`src/rtl/pipe_pkg.sv`:
```
// Shared pipeline constants: opcodes, immediate-kind encodings and the bubble instruction word.
package pipe_pkg;

  localparam logic [5:0] OP_RTYPE = 6'h00;
  localparam logic [5:0] OP_J     = 6'h02;
  localparam logic [5:0] OP_JAL   = 6'h03;
  localparam logic [5:0] OP_BEQ   = 6'h04;
  localparam logic [5:0] OP_BNE   = 6'h05;
  localparam logic [5:0] OP_ADDI  = 6'h08;
  localparam logic [5:0] OP_ADDIU = 6'h09;
  localparam logic [5:0] OP_SLTI  = 6'h0A;
  localparam logic [5:0] OP_SLTIU = 6'h0B;
  localparam logic [5:0] OP_ANDI  = 6'h0C;
  localparam logic [5:0] OP_ORI   = 6'h0D;
  localparam logic [5:0] OP_XORI  = 6'h0E;
  localparam logic [5:0] OP_LUI   = 6'h0F;
  localparam logic [5:0] OP_LB    = 6'h20;
  localparam logic [5:0] OP_LW    = 6'h23;
  localparam logic [5:0] OP_LBU   = 6'h24;
  localparam logic [5:0] OP_SB    = 6'h28;
  localparam logic [5:0] OP_SW    = 6'h2B;

  typedef enum logic [1:0] {
    IMM_NONE = 2'd0,
    IMM16    = 2'd1,
    IMM26    = 2'd2
  } imm_kind_e;

  localparam logic [31:0] NOP_WORD = 32'h0000_0000;

endpackage

```
`src/rtl/imm_decode.sv`:
```
// Combinational opcode-to-extender-control map; shared with the reference model.
module imm_decode
  import pipe_pkg::*;
(
  input  logic [5:0] op,
  input  logic       valid,
  output logic [1:0] kind,
  output logic       ext16_sel,
  output logic       ext26_sel,
  output logic       byte_sel
);

  imm_kind_e kind_e;

  always_comb begin
    kind_e    = IMM_NONE;
    ext16_sel = 1'b0;
    ext26_sel = 1'b0;
    byte_sel  = 1'b0;
    if (valid) begin
      case (op)
        OP_ADDI, OP_ADDIU, OP_SLTI, OP_SLTIU, OP_BEQ, OP_BNE,
        OP_LB, OP_LBU, OP_LW, OP_SB, OP_SW: begin
          kind_e    = IMM16;
          ext16_sel = 1'b1;
          byte_sel  = (op == OP_LB);
        end
        OP_ANDI, OP_ORI, OP_XORI, OP_LUI: kind_e = IMM16;
        // jump targets are always zero-extended, so ext26_sel stays 0
        OP_J, OP_JAL: kind_e = IMM26;
        default: kind_e = IMM_NONE;
      endcase
    end
  end

  assign kind = kind_e;

endmodule

```
`src/rtl/ifid_imm_stage.sv`:
```
// IF/ID pipeline register with immediate-field decode for the downstream extenders.
// Optional stall_cycles counter enabled by defining IFID_STALL_CNT_EN.
module ifid_imm_stage #(
  parameter int              DW       = 32,
  parameter logic [DW-1:0]   NOP_WORD = pipe_pkg::NOP_WORD
) (
  input  logic          clk,
  input  logic          reset,
  input  logic          if_valid,
  input  logic [DW-1:0] if_instr,
  input  logic [DW-1:0] if_pc,
  input  logic          stall,
  input  logic          flush,
  output logic          if_ready,
  output logic          id_valid,
  output logic [DW-1:0] id_instr,
  output logic [DW-1:0] id_pc,
  output logic [15:0]   id_imm16,
  output logic [25:0]   id_imm26,
  output logic          id_ext16_sel,
  output logic          id_ext26_sel,
  output logic          id_byte_sel,
`ifdef IFID_STALL_CNT_EN
  output logic [31:0]   stall_cycles,
`endif
  output logic [1:0]    id_imm_kind
);

  import pipe_pkg::*;

  logic          valid_q, valid_d;
  logic [DW-1:0] instr_q, instr_d;
  logic [DW-1:0] pc_q, pc_d;

  always_comb begin
    valid_d = valid_q;
    instr_d = instr_q;
    pc_d    = pc_q;
    if (flush) begin
      valid_d = 1'b0;
      instr_d = NOP_WORD;
      pc_d    = '0;
    end else if (!stall) begin
      valid_d = if_valid;
      instr_d = if_valid ? if_instr : NOP_WORD;
      pc_d    = if_pc;
    end
  end

  always_ff @(posedge clk or posedge reset) begin
    if (reset) begin
      valid_q <= 1'b0;
      instr_q <= NOP_WORD;
      pc_q    <= '0;
    end else begin
      valid_q <= valid_d;
      instr_q <= instr_d;
      pc_q    <= pc_d;
    end
  end

  assign if_ready = ~stall | flush;
  assign id_valid = valid_q;
  assign id_instr = instr_q;
  assign id_pc    = pc_q;

  // raw slices are passed unmasked except when the slot is a bubble
  assign id_imm16 = valid_q ? instr_q[15:0] : 16'h0;
  assign id_imm26 = valid_q ? instr_q[25:0] : 26'h0;

  imm_decode u_imm_decode (
    .op        (instr_q[31:26]),
    .valid     (valid_q),
    .kind      (id_imm_kind),
    .ext16_sel (id_ext16_sel),
    .ext26_sel (id_ext26_sel),
    .byte_sel  (id_byte_sel)
  );

`ifdef IFID_STALL_CNT_EN
  logic [31:0] stall_cnt_q, stall_cnt_d;

  always_comb begin
    stall_cnt_d = stall_cnt_q;
    if (stall && !flush && valid_q && (stall_cnt_q != 32'hFFFF_FFFF))
      stall_cnt_d = stall_cnt_q + 32'd1;
  end

  always_ff @(posedge clk or posedge reset) begin
    if (reset) stall_cnt_q <= '0;
    else       stall_cnt_q <= stall_cnt_d;
  end

  assign stall_cycles = stall_cnt_q;
`endif

endmodule

```
`config.mk`:
```
export PLATFORM = sky130hd
export DESIGN_NAME = ifid_imm_stage
export DESIGN_NICKNAME = d
export VERILOG_FILES = /design/src/rtl/pipe_pkg.sv /design/src/rtl/imm_decode.sv /design/src/rtl/ifid_imm_stage.sv
export SDC_FILE = /design/constraint.sdc
export NUM_CORES = 1
export LEC_CHECK = 0
export CAP_MARGIN = 20
export CORE_UTILIZATION = 38
export CTS_BUF_LIST = sky130_fd_sc_hd__clkbuf_8
export DETAILED_ROUTE_END_ITERATION = 10
export PLACE_DENSITY = 0.84
export SKIP_CTS_REPAIR_TIMING = 1
export SLEW_MARGIN = 20
export SYNTH_ARGS = -nofsm -noshare
export SYNTH_HDL_FRONTEND = slang
export SYNTH_SLANG_ARGS = --single-unit
```
`constraint.sdc`:
```
create_clock -name clk -period 2.4 [get_ports clk]
set_clock_uncertainty 0.2 [all_clocks]
set_input_delay 0.48 -clock clk [delete_from_list [all_inputs] [get_ports clk]]
set_output_delay 0.48 -clock clk [all_outputs]
set_load 0.05 [all_outputs]
```
# --- Word level (Yosys, flattened, before mapping) ---
# Cells that the tools add are included.
op_classes:
  n_mux: 15
  n_bitwise: 2
  eq_ne: 18
  n_reduce_logical: 3
op_table:
  columns: ["operator", "count"]
  rows:
  - ["two-way mux 32 bit", 5]
  - ["equality test 6 x 4 -> 1 bit, second input constant", 8]
  - ["equality test 6 bit, second input constant", 5]
  - ["two-way mux 26 bit", 1]
  - ["two-way mux 16 bit", 1]
  - ["OR reduction 15 bit", 1]
  - ["equality test 6 x 2 -> 1 bit, second input constant", 2]
  - ["equality test 6 x 3 -> 1 bit, second input constant", 2]
  - ["OR reduction 11 bit", 1]
  - ["two-way mux 1 bit", 6]
  - ["one-hot mux 2 bit (2 select lines)", 1]
  - ["two-way mux 2 bit", 1]
  - ["!= test 2 x 1 -> 1 bit, second input constant", 1]
  - ["OR reduction 2 bit", 1]
  - ["NOT 1 bit", 1]
  - ["bitwise OR 1 bit", 1]
word_totals:
  out_inout_bits: 113
  regBits: 65
  wordCells: 41

# --- Logic depth before layout (Yosys ltp) ---
depth:
  word_depth: 4
  ltp_mapped: 5
  ltp_nobuf: 3

# --- Modules after synthesis ---
# Synthesis repeated with hierarchy kept, for this count alone.
unflattened:
  hier_cells: 306
  hier_area_um2: 3196.8
modules_own_cells:
  columns: ["mod", "n_inst", "cells_per_inst", "area_per_inst_um2"]
  rows:
  - ["ifid_imm_stage", 1, 285, 3047.9]
  - ["imm_decode", 1, 21, 148.9]

# --- Worst setup path after synthesis ---
# No wires, ideal clock.
synth_timing:
  path_kind: "register to output"
  startpoint: "reg valid_q, in the netlist id_valid"
  endpoint: "out id_byte_sel"
  setup_slack_ns: -0.882
  stages_incl_launch_ff: 4
  required_ns: 1.720
  arrival_time_ns: 2.602
  n_path_buf: 0
  cell_sequence: "dfrtp_1 > and2b_1 > nand2_1 > nor4b_1"
synth_between:
  elab_chain_len: 1
synth_rtl:
  columns: ["item", "line_no", "rtl"]
  rows:
  - ["start, declared", "ifid_imm_stage.sv:31", "logic valid_q, valid_d;"]
  - ["start signal, assigned", "ifid_imm_stage.sv:56", "valid_q <= valid_d;"]
  - ["two-way mux 1 bit", "imm_decode.sv:20", "if (valid) begin"]
  - ["end, declared", "ifid_imm_stage.sv:22", "output logic id_byte_sel,"]
# Every way passes these cells.

# --- Final worst setup path ---
layout_timing:
  startpoint: "reg instr_q[28], in the netlist id_instr[28]"
  endpoint: "out id_instr[28]"
layout_lines:
  columns: ["item", "line_no", "rtl"]
  rows:
  - ["start, declared", "ifid_imm_stage.sv:32", "logic [DW-1:0] instr_q, instr_d;"]
  - ["start signal, assigned", "ifid_imm_stage.sv:57", "instr_q <= instr_d;"]
  - ["end, declared", "ifid_imm_stage.sv:16", "output logic [DW-1:0] id_instr,"]
# No word-level cell between the ends.

==> results.toml <==
[global_route]
grt_pass1_wl_um = 13460
groute.usage.overall_pct = 21.12
overflow = 0
grt_pass1_vias = 2597
antenna_found_initial = 0
grt_max_degree = 38

[yosys]
synth_seq_cells = 65
ys_seq_area_share_pct = 55.48
yosysWarnings = 0
synth-main-ff-cell = "dfrtp_1"
synthCells = 245
syn_avg_cell_area_um2 = 11.97
synth_edf_count = 0
synth_nets = 314
async_flop_share_pct = 100.0
yosysUniqueCellTypes = 24
netlist_area_mm2 = 0.002932

[die]
die_x_um = 89.83
die_area_mm2 = 0.008069
start_util_pct = 39.78
num_rows = 31
ios = 182
core_mm2 = 0.007370
die_h_um = 89.83

[drt]
viasPerCell = 4.848
ant_nets = 0
drc = 0
vias = 2482
top_layer_used = "met4"
wl_met2_um = 4228
wl_um = 8475
drtIter0Drc = 100
drt_pre_antenna_iters = 4
m1WireLength_um = 3550
wire_per_inst_um = 16.55
dr_wl_met3_um = 525

[clock_tree]
htreeDepth = 3
clk_pin_slew_ns = 0.07
clk_path_buf_depth = 2
clkSinkCount = 65
cts_tree = "yes"
cts_made_buffers = 9
clk_latency_ns = 0.32
root_buffer = "clkbuf_8"

[timing]
slew_viol_final = 0
setup_violations = 0
fin_crit_sh_pct = 97.97
worst_hold_slack_ns = 0.3229
tns_ns = 0
post-route-min-period_ns = 2.351
max_freq_mhz = 425.3
hold_viol = 0
setup_slack_ns = 0.04867
tightest_slew_ns = 0.5366
max_slew_margin_pct = 64.12

[layout]
nets = 478
areaGrowthSynthToFinish_pct = 82.29
drive_gt1_share_pct = 18.16
nFillCells = 513
antenna_cells = 0
fin_cells = 512
stdcell_area_mm2 = 0.005344
postLayoutCoreUtil_pct = 72.51

[worst_setup_path]
crit_arrival_ns = 1.67
path_delay_family = "buffers and inverters"
cp_slowest_cell = "clkdlybuf4s50_1"
worst_setup_path_start_kind = "flip-flop"
rrSetupSlack_ns = 1.32
worstSetupPathType = "reg2out"
path_max_fanout = 9
critPathMaxStageDelay_ns = 0.86
r2r_start = "id_valid$_DFFE_PP0P_"
path_buf_inv = 1
path_cells = "clkdlybuf4s50_1"
cp.required_ns = 1.72
cp-end-kind = "output pin"
reg2reg_depth = 2
rr_endpoint = "id_valid$_DFFE_PP0P_"

[min_path]
hp-start = "id_instr[17]$_DFFE_PP0P_"
hold_path_end = "id_instr[17]$_DFFE_PP0P_"
worst_hold_path_type = "reg2reg"
holdPathStages = 1

[place]
gp_congestion = 0.7251
dpl_cell_area_mm2 = 0.005129
port_buffers = 180
hpwl_um = 6331
pre_cts_ws_ns = 0.2686
place_inst = 497

[pwr]
power_mw = 2.829
power.density_mw_per_mm2 = 529.4
ir_drop_mv = 0.3333
p_leak_nw = 2.454

[run]
maxCapViolCount = 0

[run_status]
outcome = "finished clean"
how the worst max path moves through the flow:
| stage | slack [ns] | endpoint | cells after the start | start |
|---|---|---|---|---|
| 3_5_place_dp | 0.27 | if_ready | 4 | flush |
| 5_1_grt | -0.002 | id_instr[28] | 1 | id_instr[28]$_DFFE_PP0P_ |
| 6_report | 0.05 | id_instr[28] | 1 | id_instr[28]$_DFFE_PP0P_ |
| 4_1_cts | 0.009 | id_instr[31] | 1 | id_instr[31]$_DFFE_PP0P_ |
| 2_1_floorplan | -0.21 | id_byte_sel | 3 | id_valid$_DFFE_PP0P_ |
| 3_3_place_gp | 0.27 | if_ready | 4 | flush |
registers in the layout, summed over array words and instances, names as in the netlist:
signal	flops
id_instr	32
id_pc	32
id_valid	1
cells in the mapped netlist, drive strengths merged, types with 2 or more instances:
| library cell | instances | area [µm²] |
|---|---|---|
| dfrtp | 65 | 1627 |
| nor2 | 33 | 123.9 |
| mux2i | 32 | 320.3 |
| a22o | 31 | 271.5 |
| buf | 29 | 251.5 |
| and2 | 26 | 162.7 |
| clkbuf | 5 | 18.77 |
| nand2 | 4 | 15.01 |
| inv | 3 | 11.26 |
| nor2b | 3 | 18.77 |
| nor3 | 2 | 10.01 |
| o21ai | 2 | 13.76 |
layer usage:
metal | vias to the layer above | global-route usage, %
met2 | 121 | 36.28
met4 | 0 | 8.333
met5 | - | 0
met3 | 15 | 5.076
met1 | 1197 | 25.51
li1 | 1149 | -
logic make-up (layout without fill, tap and decap cells):
kind of cell	Yosys count	count (layout)	share of synthesized area, %
AOI/OAI and AO/OA	38	38	11.10
muxes	32	32	10.93
other	1	1	0.1279
DFF	65	65	55.48
and+or+nand+nor	72	72	12.76
buffers and inverters	37	205	9.603
report_power, final:
part           total [mW]  internal [mW]  switching [mW]
registers            1.19           1.15          0.0385
logic               0.652          0.279           0.373
clock network       0.992          0.599           0.393
total                2.83           2.02           0.804
final cells by class:
| type | count | area (µm²) | area share, % |
|---|---|---|---|
| repair buffers | 187 | 2335 | 43.69 |
| flip-flops and latches | 65 | 1627 | 30.44 |
| multi-input cells | 143 | 1037 | 19.41 |
| clock buffers | 10 | 137.6 | 2.576 |
| well taps | 99 | 123.9 | 2.318 |
| clock inverters | 5 | 72.57 | 1.358 |
| inverters | 3 | 11.26 | 0.2107 |
layout by cell type, fill, tap and decap left out, drive strengths merged, types with 2 or more instances in the layout:
| cell type | instances |
|---|---|
| o21ai | 2 |
| clkdlybuf4s50 | 129 |
| bufinv | 2 |
| nand2 | 4 |
| a22o | 31 |
| nor2b | 3 |
| inv | 5 |
| clkbuf | 10 |
| nor3 | 2 |
| dlymetal6s2s | 2 |
| buf | 56 |
| dfrtp | 65 |
| mux2i | 32 |
| nor2 | 33 |
| and2 | 26 |
worst register-to-register path: stages, from the launching register on:
cell     delay [ns]
dfrtp_1        0.37
buf_4          0.22
a21o_1         0.18
Power figures use the tool's default switching activity.
==> RTL change (same settings) <==
Change the parameter `DW` from 32 to 48.
--- a/src/rtl/ifid_imm_stage.sv
+++ b/src/rtl/ifid_imm_stage.sv
@@ -2,5 +2,5 @@
 // Optional stall_cycles counter enabled by defining IFID_STALL_CNT_EN.
 module ifid_imm_stage #(
-  parameter int              DW       = 32,
+  parameter int              DW       = 48,
   parameter logic [DW-1:0]   NOP_WORD = pipe_pkg::NOP_WORD
 ) (
Ports: changed (resized id_instr, id_pc, if_instr and if_pc); port bits go from 182 to 246. No check against the original RTL was run, so the function may have changed too.
==> RTL change against the unedited design <==
  * Non-clock buffer count up 69
  * Sequential cell count up 32
  * Routed wire length up 44%
  * Hold slack worse by 10 ps
  * Via count up 38%
  * Critical path type unchanged
  * Power up 30%
  * Area after synthesis up 40%
  * Final area up 35%
  * Worst setup slack better by 45 ps
==> RTL change: results (changes against the unedited design) <==
* Layout cells sized above 1 at 14.36% (-3.8 points)
* Area after DPL at 0.007028 mm^2 (+37%)
* Cells after synthesis at 330 (+35%)
* Metal2 WL at 6.356 mm (+50%)
* Worst slew pin tran at 545.4 ps (+8.863 ps)
* Grt met2 use at 39.36% (+3.1 points)
* IO Port Bufs at 244 (+36%)
* FILL cells at 755 (+47%)
* DR WL/cell at 17.59 um (+6.3%)
* Seq/Total Area, Yosys at 59.20% (+3.7 points)
* Met3 Use GR at 6.184% (+1.1 points)
* WL met1 at 4.609 mm (+30%)
* Worst vdd ir at 314.3 uV (-5.7%)
* Vias in the first global route at 3,595 (+38%)
* DP HPWL at 9.364 mm (+48%)
* Largest net degree at the start of global routing at 98 (+160%)
* Hold Slack at 312.8 ps (-10.17 ps)
* Worst-Skew Late Latency at 350 ps (+30 ps)
* Average vias per placed instance at 4.937 (+1.8%)
* Status: completed
* Hold Path End: id_instr[36]$_DFFE_PP0P_
* M1 GR Usage at 24.79% (-0.72 points)
* Placed Cells incl. Taps at 681 (+37%)
* Leading cell types by count after synthesis: 97 x dfrtp_1, 49 x nor2_1, 48 x a22o_1, 48 x mux2i_1, 26 x and2_1
* CP Capture Point: id_instr[26]
* Static leakage at 3.305 nW (+35%)
* Syn Nets at 431 (+37%)
* First-pass GRT wire length at 19.01 mm (+41%)
* Reg2reg setup slack at 1350 ps (+30 ps)
* CP startpoint: id_instr[26]$_DFFE_PP0P_
* Vias at 3,421 (+38%)
* Hold path startpoint: id_instr[36]$_DFFE_PP0P_
* 1st-iter DRT viols at 97 (-3.0%)
* Placer congestion estimate at 0.8241 (+14%)
* Place WS at 407.8 ps (+139.2 ps)
* Crit Path Max Fanout at 5 (-4)
* Routed met3 length at 901 um (+72%)
* Fin nets at 657 (+37%)
* Gr usage total at 22.15% (+1.0 points)
## RTL change: power breakdown
part           leakage [nW]  internal (mW)  total, mW  switching, mW
clock                0.0914          0.485      0.996          0.511
combinational          1.91          0.397      0.926          0.529
sequential             1.31           1.71       1.76         0.0532
total                  3.30           2.59       3.68           1.09
## RTL change: cell type report
type | count | area, um^2 | share of cell area, %
timing repair buffer | 256 | 3040 | 42.14
sequential | 97 | 2427 | 33.64
multi-input combinational | 190 | 1395 | 19.33
tap | 136 | 170.2 | 2.358
clock buffer | 10 | 137.6 | 1.907
clock inverter | 2 | 33.78 | 0.4682
inverter | 2 | 11.26 | 0.1561
## RTL change: cells by family (layout without fill, tap and decap cells)
group / count (synthesis) / count (layout) / synth area share, %
compound gates: 54 / 54 / 11.32
xor+xnor: 1 / 1 / 0.2136
buf+inv: 43 / 270 / 7.385
flops: 97 / 97 / 59.20
mux: 48 / 48 / 11.72
other cells: 1 / 1 / 0.09146
simple gates: 86 / 86 / 10.07
